[config.mk]
export PLATFORM = sky130hd
export DESIGN_NAME = fc_layer_seq_flat
export DESIGN_NICKNAME = d
export VERILOG_FILES = /design/src/rtl/nn_pkg.sv /design/src/rtl/fc_layer_seq_if.sv /design/src/rtl/fc_layer_seq_lat_pipe.sv /design/src/rtl/fc_layer_seq.sv /design/src/flat_wrapper.sv
export SDC_FILE = /design/constraint.sdc
export NUM_CORES = 1
export LEC_CHECK = 0
export CORE_UTILIZATION = 35
export DETAILED_ROUTE_END_ITERATION = 7
export GPL_ROUTABILITY_DRIVEN = 1
export PLACE_DENSITY = 0.65
export SYNTH_ARGS = -nofsm -noshare
export SYNTH_HDL_FRONTEND = slang
export SYNTH_SLANG_ARGS = --single-unit
[constraint.sdc]
create_clock -name clk -period 3.6 [get_ports clk]
set_clock_uncertainty 0.15 [all_clocks]
set_input_delay 0.72 -clock clk [delete_from_list [all_inputs] [get_ports clk]]
set_output_delay 0.72 -clock clk [all_outputs]
set_load 0.01 [all_outputs]
[src/rtl/nn_pkg.sv]
// Shared definitions for the fully-connected layer slice.
// Holds the layer geometry and the sequencer state encoding.
`timescale 1ns/1ps
package nn_pkg;

  localparam int unsigned N_PIX   = 784;
  localparam int unsigned N_NEU   = 10;
  localparam int unsigned IMG_DIM = 28;

  typedef enum logic [2:0] {
    IDLE,
    CLEAR,
    RUN,
    DRAIN,
    BIAS,
    VALID
  } fc_state_t;

endpackage

[src/rtl/fc_layer_seq_if.sv]
// Control/handshake bundle between the fc_layer_seq sequencer and its
// surroundings (host control, pixel/weight memories, MAC datapath, consumer).
//   master : the sequencer (drives busy, rd_en, rd_addr, acc_clr, acc_en,
//            bias_en, out_valid; receives start, abort, stall, out_ready)
//   slave  : everything around it
`timescale 1ns/1ps
interface fc_layer_seq_if #(
  parameter int unsigned ADDR_W = 10
);
  logic              start;
  logic              abort;
  logic              stall;
  logic              busy;
  logic              rd_en;
  logic [ADDR_W-1:0] rd_addr;
  logic              acc_clr;
  logic              acc_en;
  logic              bias_en;
  logic              out_valid;
  logic              out_ready;

  modport master (
    input  start, abort, stall, out_ready,
    output busy, rd_en, rd_addr, acc_clr, acc_en, bias_en, out_valid
  );

  modport slave (
    output start, abort, stall, out_ready,
    input  busy, rd_en, rd_addr, acc_clr, acc_en, bias_en, out_valid
  );
endinterface

[src/rtl/fc_layer_seq_lat_pipe.sv]
// lat_pipe: DEPTH-deep 1-bit shift register matching memory read latency.
//   clk, reset (async, active-high), flush (sync clear), din -> dout after
//   DEPTH cycles; empty_next reports that the register will hold no ones
//   after the coming edge.
`timescale 1ns/1ps
module lat_pipe #(
  parameter int unsigned DEPTH = 1
) (
  input  logic clk,
  input  logic reset,
  input  logic flush,
  input  logic din,
  output logic dout,
  output logic empty_next
);

  logic [DEPTH-1:0] pipe_q;
  logic [DEPTH-1:0] pipe_d;

  always_comb begin
    pipe_d = '0;
    if (!flush) begin
      pipe_d[0] = din;
      for (int unsigned i = 1; i < DEPTH; i++) begin
        pipe_d[i] = pipe_q[i-1];
      end
    end
  end

  always_ff @(posedge clk or posedge reset) begin
    if (reset) pipe_q <= '0;
    else       pipe_q <= pipe_d;
  end

  assign dout       = pipe_q[DEPTH-1];
  assign empty_next = (pipe_d == '0);

endmodule

[src/rtl/fc_layer_seq.sv]
// fc_layer_seq: sequencer for the 784-input x 10-neuron MAC datapath.
//   clk, reset (async, active-high)
//   bus (master): start/abort/stall/out_ready in; busy, rd_en, rd_addr,
//   acc_clr, acc_en, bias_en, out_valid out.
// Walks the pixel/weight index once per inference, delays rd_en by RD_LAT
// to form acc_en, then strobes bias_en and holds out_valid until accepted.
`timescale 1ns/1ps
module fc_layer_seq
  import nn_pkg::*;
#(
  parameter int unsigned N_IN   = N_PIX,
  parameter int unsigned ADDR_W = 10,
  parameter int unsigned RD_LAT = 1
) (
  input  logic          clk,
  input  logic          reset,
  fc_layer_seq_if.master bus
);

  localparam logic [ADDR_W-1:0] LAST_ADDR = ADDR_W'(N_IN - 1);

  fc_state_t         state_q, state_d;
  logic [ADDR_W-1:0] addr_q, addr_d;
  logic              rd_en_c;
  logic              flush;
  logic              pipe_empty_next;
  logic              acc_en_c;

  always_comb begin
    state_d = state_q;
    addr_d  = addr_q;
    rd_en_c = (state_q == RUN) && !bus.stall;
    flush   = bus.abort && (state_q != IDLE);

    unique case (state_q)
      IDLE:  if (bus.start) state_d = CLEAR;
      CLEAR: state_d = RUN;
      RUN: begin
        if (rd_en_c) begin
          if (addr_q == LAST_ADDR) begin
            addr_d  = '0;
            state_d = DRAIN;
          end else begin
            addr_d = addr_q + ADDR_W'(1);
          end
        end
      end
      // Leave as soon as the edge that emits the last acc_en has passed.
      DRAIN: if (pipe_empty_next) state_d = BIAS;
      BIAS:  state_d = VALID;
      VALID: if (bus.out_ready) state_d = IDLE;
      default: state_d = IDLE;
    endcase

    if (flush) begin
      state_d = IDLE;
      addr_d  = '0;
    end
  end

  always_ff @(posedge clk or posedge reset) begin
    if (reset) begin
      state_q <= IDLE;
      addr_q  <= '0;
    end else begin
      state_q <= state_d;
      addr_q  <= addr_d;
    end
  end

  lat_pipe #(.DEPTH(RD_LAT)) u_lat_pipe (
    .clk        (clk),
    .reset      (reset),
    .flush      (flush),
    .din        (rd_en_c),
    .dout       (acc_en_c),
    .empty_next (pipe_empty_next)
  );

  assign bus.busy      = (state_q != IDLE);
  assign bus.rd_en     = rd_en_c;
  assign bus.rd_addr   = addr_q;
  assign bus.acc_clr   = (state_q == CLEAR);
  assign bus.acc_en    = acc_en_c;
  assign bus.bias_en   = (state_q == BIAS);
  assign bus.out_valid = (state_q == VALID);

endmodule

[src/flat_wrapper.sv]
// flat-port wrapper written by rule: the top's interface ports become plain ports
module fc_layer_seq_flat import nn_pkg::*;
#(
  parameter int unsigned N_IN   = N_PIX,
  parameter int unsigned ADDR_W = 10,
  parameter int unsigned RD_LAT = 1
)
  (clk, reset, bus_start, bus_abort, bus_stall, bus_out_ready, bus_busy, bus_rd_en, bus_rd_addr, bus_acc_clr, bus_acc_en, bus_bias_en, bus_out_valid);
  fc_layer_seq_if #(.ADDR_W(ADDR_W)) bus_i ();
  input  logic clk;
  input  logic reset;
  input wire logic [$bits(bus_i.start)-1:0] bus_start;
  input wire logic [$bits(bus_i.abort)-1:0] bus_abort;
  input wire logic [$bits(bus_i.stall)-1:0] bus_stall;
  input wire logic [$bits(bus_i.out_ready)-1:0] bus_out_ready;
  output wire logic [$bits(bus_i.busy)-1:0] bus_busy;
  output wire logic [$bits(bus_i.rd_en)-1:0] bus_rd_en;
  output wire logic [$bits(bus_i.rd_addr)-1:0] bus_rd_addr;
  output wire logic [$bits(bus_i.acc_clr)-1:0] bus_acc_clr;
  output wire logic [$bits(bus_i.acc_en)-1:0] bus_acc_en;
  output wire logic [$bits(bus_i.bias_en)-1:0] bus_bias_en;
  output wire logic [$bits(bus_i.out_valid)-1:0] bus_out_valid;
  assign bus_i.start = bus_start;
  assign bus_i.abort = bus_abort;
  assign bus_i.stall = bus_stall;
  assign bus_i.out_ready = bus_out_ready;
  assign bus_busy = bus_i.busy;
  assign bus_rd_en = bus_i.rd_en;
  assign bus_rd_addr = bus_i.rd_addr;
  assign bus_acc_clr = bus_i.acc_clr;
  assign bus_acc_en = bus_i.acc_en;
  assign bus_bias_en = bus_i.bias_en;
  assign bus_out_valid = bus_i.out_valid;
  fc_layer_seq #(.N_IN(N_IN), .ADDR_W(ADDR_W), .RD_LAT(RD_LAT)) u_core (.clk(clk), .reset(reset), .bus(bus_i));
endmodule
==> metrics.md <==
| Metric | Value |
|---|---|
| Via density | 5.59 |
| Ratio of cells with drive above 1 in the final layout | 0.0804 |
| Root Buffer | clkbuf_4 |
| Area growth syn-to-layout | 27.2% |
| WS Path Type | input port to output pin |
| Sw Pwr | 0.000181 W |
| Async S/R FF share, synth | 1.00 |
| Top cell type's share of synthesized area | 0.406 |
| First-pass GRT wire length | between 3000 and 4000 um |
| Met1 Wirelength | 889 um |
| Sw frac | 0.343 |
| Worst hold path class | flip-flop to flip-flop |
| GR Util All Layers | 0.164 |
| Met3 Wirelength | 68 um |
| Highest routed layer | met4 |
| Setup_tns | 0 ns |
| Crit-path max FO | 4 |
| Element type at the critical path end | output pin |
| Top FF cell, synth | dfrtp_1 |
| Register area share after synthesis | 0.406 |
| Crit path DAT | 2.31 ns |
| FP Rows | 17 |
| Vias in the first global route | 718 |
| Full die area | 2670 sq um |
| Synth top area cells | dfrtp_1, a31oi_1, nand2_1, buf_6, a21oi_1 |
| Crit path buffers/inverters | 2 |
| Clock Path Buffers | 2 |
| Final min period | roughly 3.2 ns |
| 1st-pass router iterations | 5 |
| Max-cap violation count | 0 |
| Slowest cell on the critical path | clkdlybuf4s50_1 |
| Clock slew at reported path FFs | 0.08 ns |
| Slowest stage delay, CP | 0.63 ns |
| Synthesis warning total | 0 |
| Routed Antenna Nets | 0 |
| Cell area power density | 481 nW/um^2 |
| Syn avg cell area | between 9 and 10 sq um |
| WL met2 | around 900 um |
| # setup viols final | 0 |
| Hpwl dp | about 1300 um |
| Flop pwr share | 0.412 |
| Critical Path RT | 2.73 ns |
| Synthesized net count | 99 |
| Critical path launch point type | input port |
| N_diodes | 0 |
| Distinct cells, synth | 38 |
| Clock power share | 0.208 |
| P_leak | 0.437 nW |
| Tightest Pin Transition | approximately 0.67 ns |
| # port buffers | 21 |
| Comb pwr share | 0.380 |
| Initial DRC Count | 31 |
| Initial antenna violation count | 0 |
| Outcome | finished clean |
| Crit-path cells | clkdlybuf4s50_1 -> nor4b_1 -> clkdlybuf4s50_1 |
| Die H | ~52 um |
| WL per Instance | between 10 and 15 um |
| Final nets | 120 |
| Number of synthesized flops with an enable pin | 0 |
| Pin count of the biggest net entering global routing | 18 |
| Util after Layout | 0.483 |
| Filler cell count | between 200 and 250 |
| #FFs+latches synth | 14 |
| Area leader, netlist | dfrtp_1 |
| # resized after CTS | 0 |
| Setup repair bufs after CTS | 0 |
| Starting Density | 0.379 |
| Crit-path leading delay family | buffers and inverters |
| CTS tree | done |
| Clock latency on the worst-skew pair | 0.27 ns |
| CORE AREA | 2280 sq um |
| DR vias | 783 |
| Post-Syn Instances | just over 90 |
| Grt ovf | 0 |
| Pins Over Slew Limit | 0 |
| Hold Buf Count CTS | 0 |
| CTS sink count | 14 |
| Max Clk Rate | 0.315 GHz |
| # IOs | 22 |
| Maximum vdd drop | 264 uV |
| Relative slew slack | 0.553 |
| Wirelength, routed | 1870 um |
| Num CTS Buffers | 3 |
| DRC | 0 |
| Die Span X | 51.7 um |
| Final Hold Fails | 0 |
| Cell mode on critical path | clkdlybuf4s50_1 |
| Internal Power | 0.000347 W |
| Synth Cell Area | approximately 860 sq um |
| Period utilization | 0.882 |
| H-tree levels | 1 |
| Final GP Congestion | approximately 0.81 |
| Setup repair after global routing missed its margin | no |
==> routing by layer <==
metal,vias up,GRT usage
met2,16,0.249
met3,2,0.0439
met1,378,0.214
met4,0,0.0766
met5,-,0
li1,387,-
==> sequential cells by signal, summed over array words and instances (netlist names) <==
name,cells
u_core.bus.rd_addr,10
u_core.u_lat_pipe.dout,1
u_core.state_q,3
==> worst register-to-register path, stage by stage, from the launching register on <==
cell and delay (ns):
dfrtp_1 0.46, nor4b_1 0.39, nand3_1 0.50, o21ba_2 0.38, o31ai_1 0.18
==> final timing paths <==
path	startpoint	to	slack, ns	cells past startpoint
max reg2reg	u_core.bus.rd_addr[4]	u_core.state_q[0]	1.44	4
min	u_core.bus.rd_addr[9]	u_core.bus.rd_addr[9]	0.36	1
min reg2reg	u_core.bus.rd_addr[9]	u_core.bus.rd_addr[9]	0.36	1
max	bus_stall	bus_rd_en	0.42	3
min in group asynchronous	reset	u_core.bus.rd_addr[1]	0.63	2
max in group asynchronous	reset	u_core.bus.rd_addr[3]	2.32	2
==> synthesized netlist by cell type (2+ instances only) <==
library cell / n
nor2_1: 4
and3_1: 3
nor2b_1: 2
nand3_1: 5
and4_1: 2
nor4_1: 2
dfrtp_1: 14
a31oi_1: 8
nand3_2: 2
nor4b_1: 2
buf_6: 3
a21oi_1: 5
nand2_1: 11
nand3b_1: 3
o21ai_0: 3
==> placed cells by master, fill, tap and decap left out, drive strengths merged, types with 2 or more instances in the layout <==
master / Yosys / final
nor3: 2 / 2
a31oi: 8 / 8
clkdlybuf4s50: 0 / 21
and4: 2 / 2
nor4b: 2 / 2
a21oi: 5 / 5
nor2b: 2 / 2
and3: 3 / 3
nor2: 4 / 4
nand2: 11 / 11
o21ai: 4 / 4
clkbuf: 0 / 4
nand3b: 3 / 3
nand3: 7 / 7
dfrtp: 14 / 14
nor4: 2 / 2
==> final cells by class <==
class / instances / area [sq um] / share of cell area
Clock buffer: 4 / 36.3 / 0.0330
Inverter: 1 / 3.75 / 0.00342
Timing Repair Buffer: 21 / 210 / 0.191
Tap cell: 28 / 35.0 / 0.0319
Multi-Input combinational cell: 72 / 463 / 0.421
Sequential cell: 14 / 350 / 0.319
==> power by group through the flow <==
stage / combinational [W] / clock, W / sequential [W]
final: 0.000201 / 0.000110 / 0.000218
after global routing: 0.000220 / 0.000121 / 0.000224
after CTS: 0.000204 / 0.000114 / 0.000217
after detailed placement: 0.000203 / 0 / 0.000220
after global placement: 0.000199 / 0 / 0.000220
after floorplan: 0.000163 / 0 / 0.000195
==> cell families after synthesis <==
family,count (synthesis),share of synthesized area
buf+inv,6,0.0580
simple gates,45,0.320
xor+xnor,1,0.0101
flops,14,0.406
mux,1,0.0116
compound gates,24,0.180
fa+ha+maj,1,0.0145
==> metrics by stage <==
stage               std cells  hold WS (ns)  area (sq um)  power (W)  worst slack [ns]
floorplan                  92         0.369           863   0.000358              1.42
global route              140         0.414          1100   0.000565             0.330
CTS                       140         0.365          1100   0.000535             0.422
detailed placement        136         0.354          1060   0.000423             0.430
finish                    140         0.364          1100   0.000528             0.425
global placement          136         0.350          1060   0.000419             0.469
Note: power is estimated with default switching activity, not from simulation.
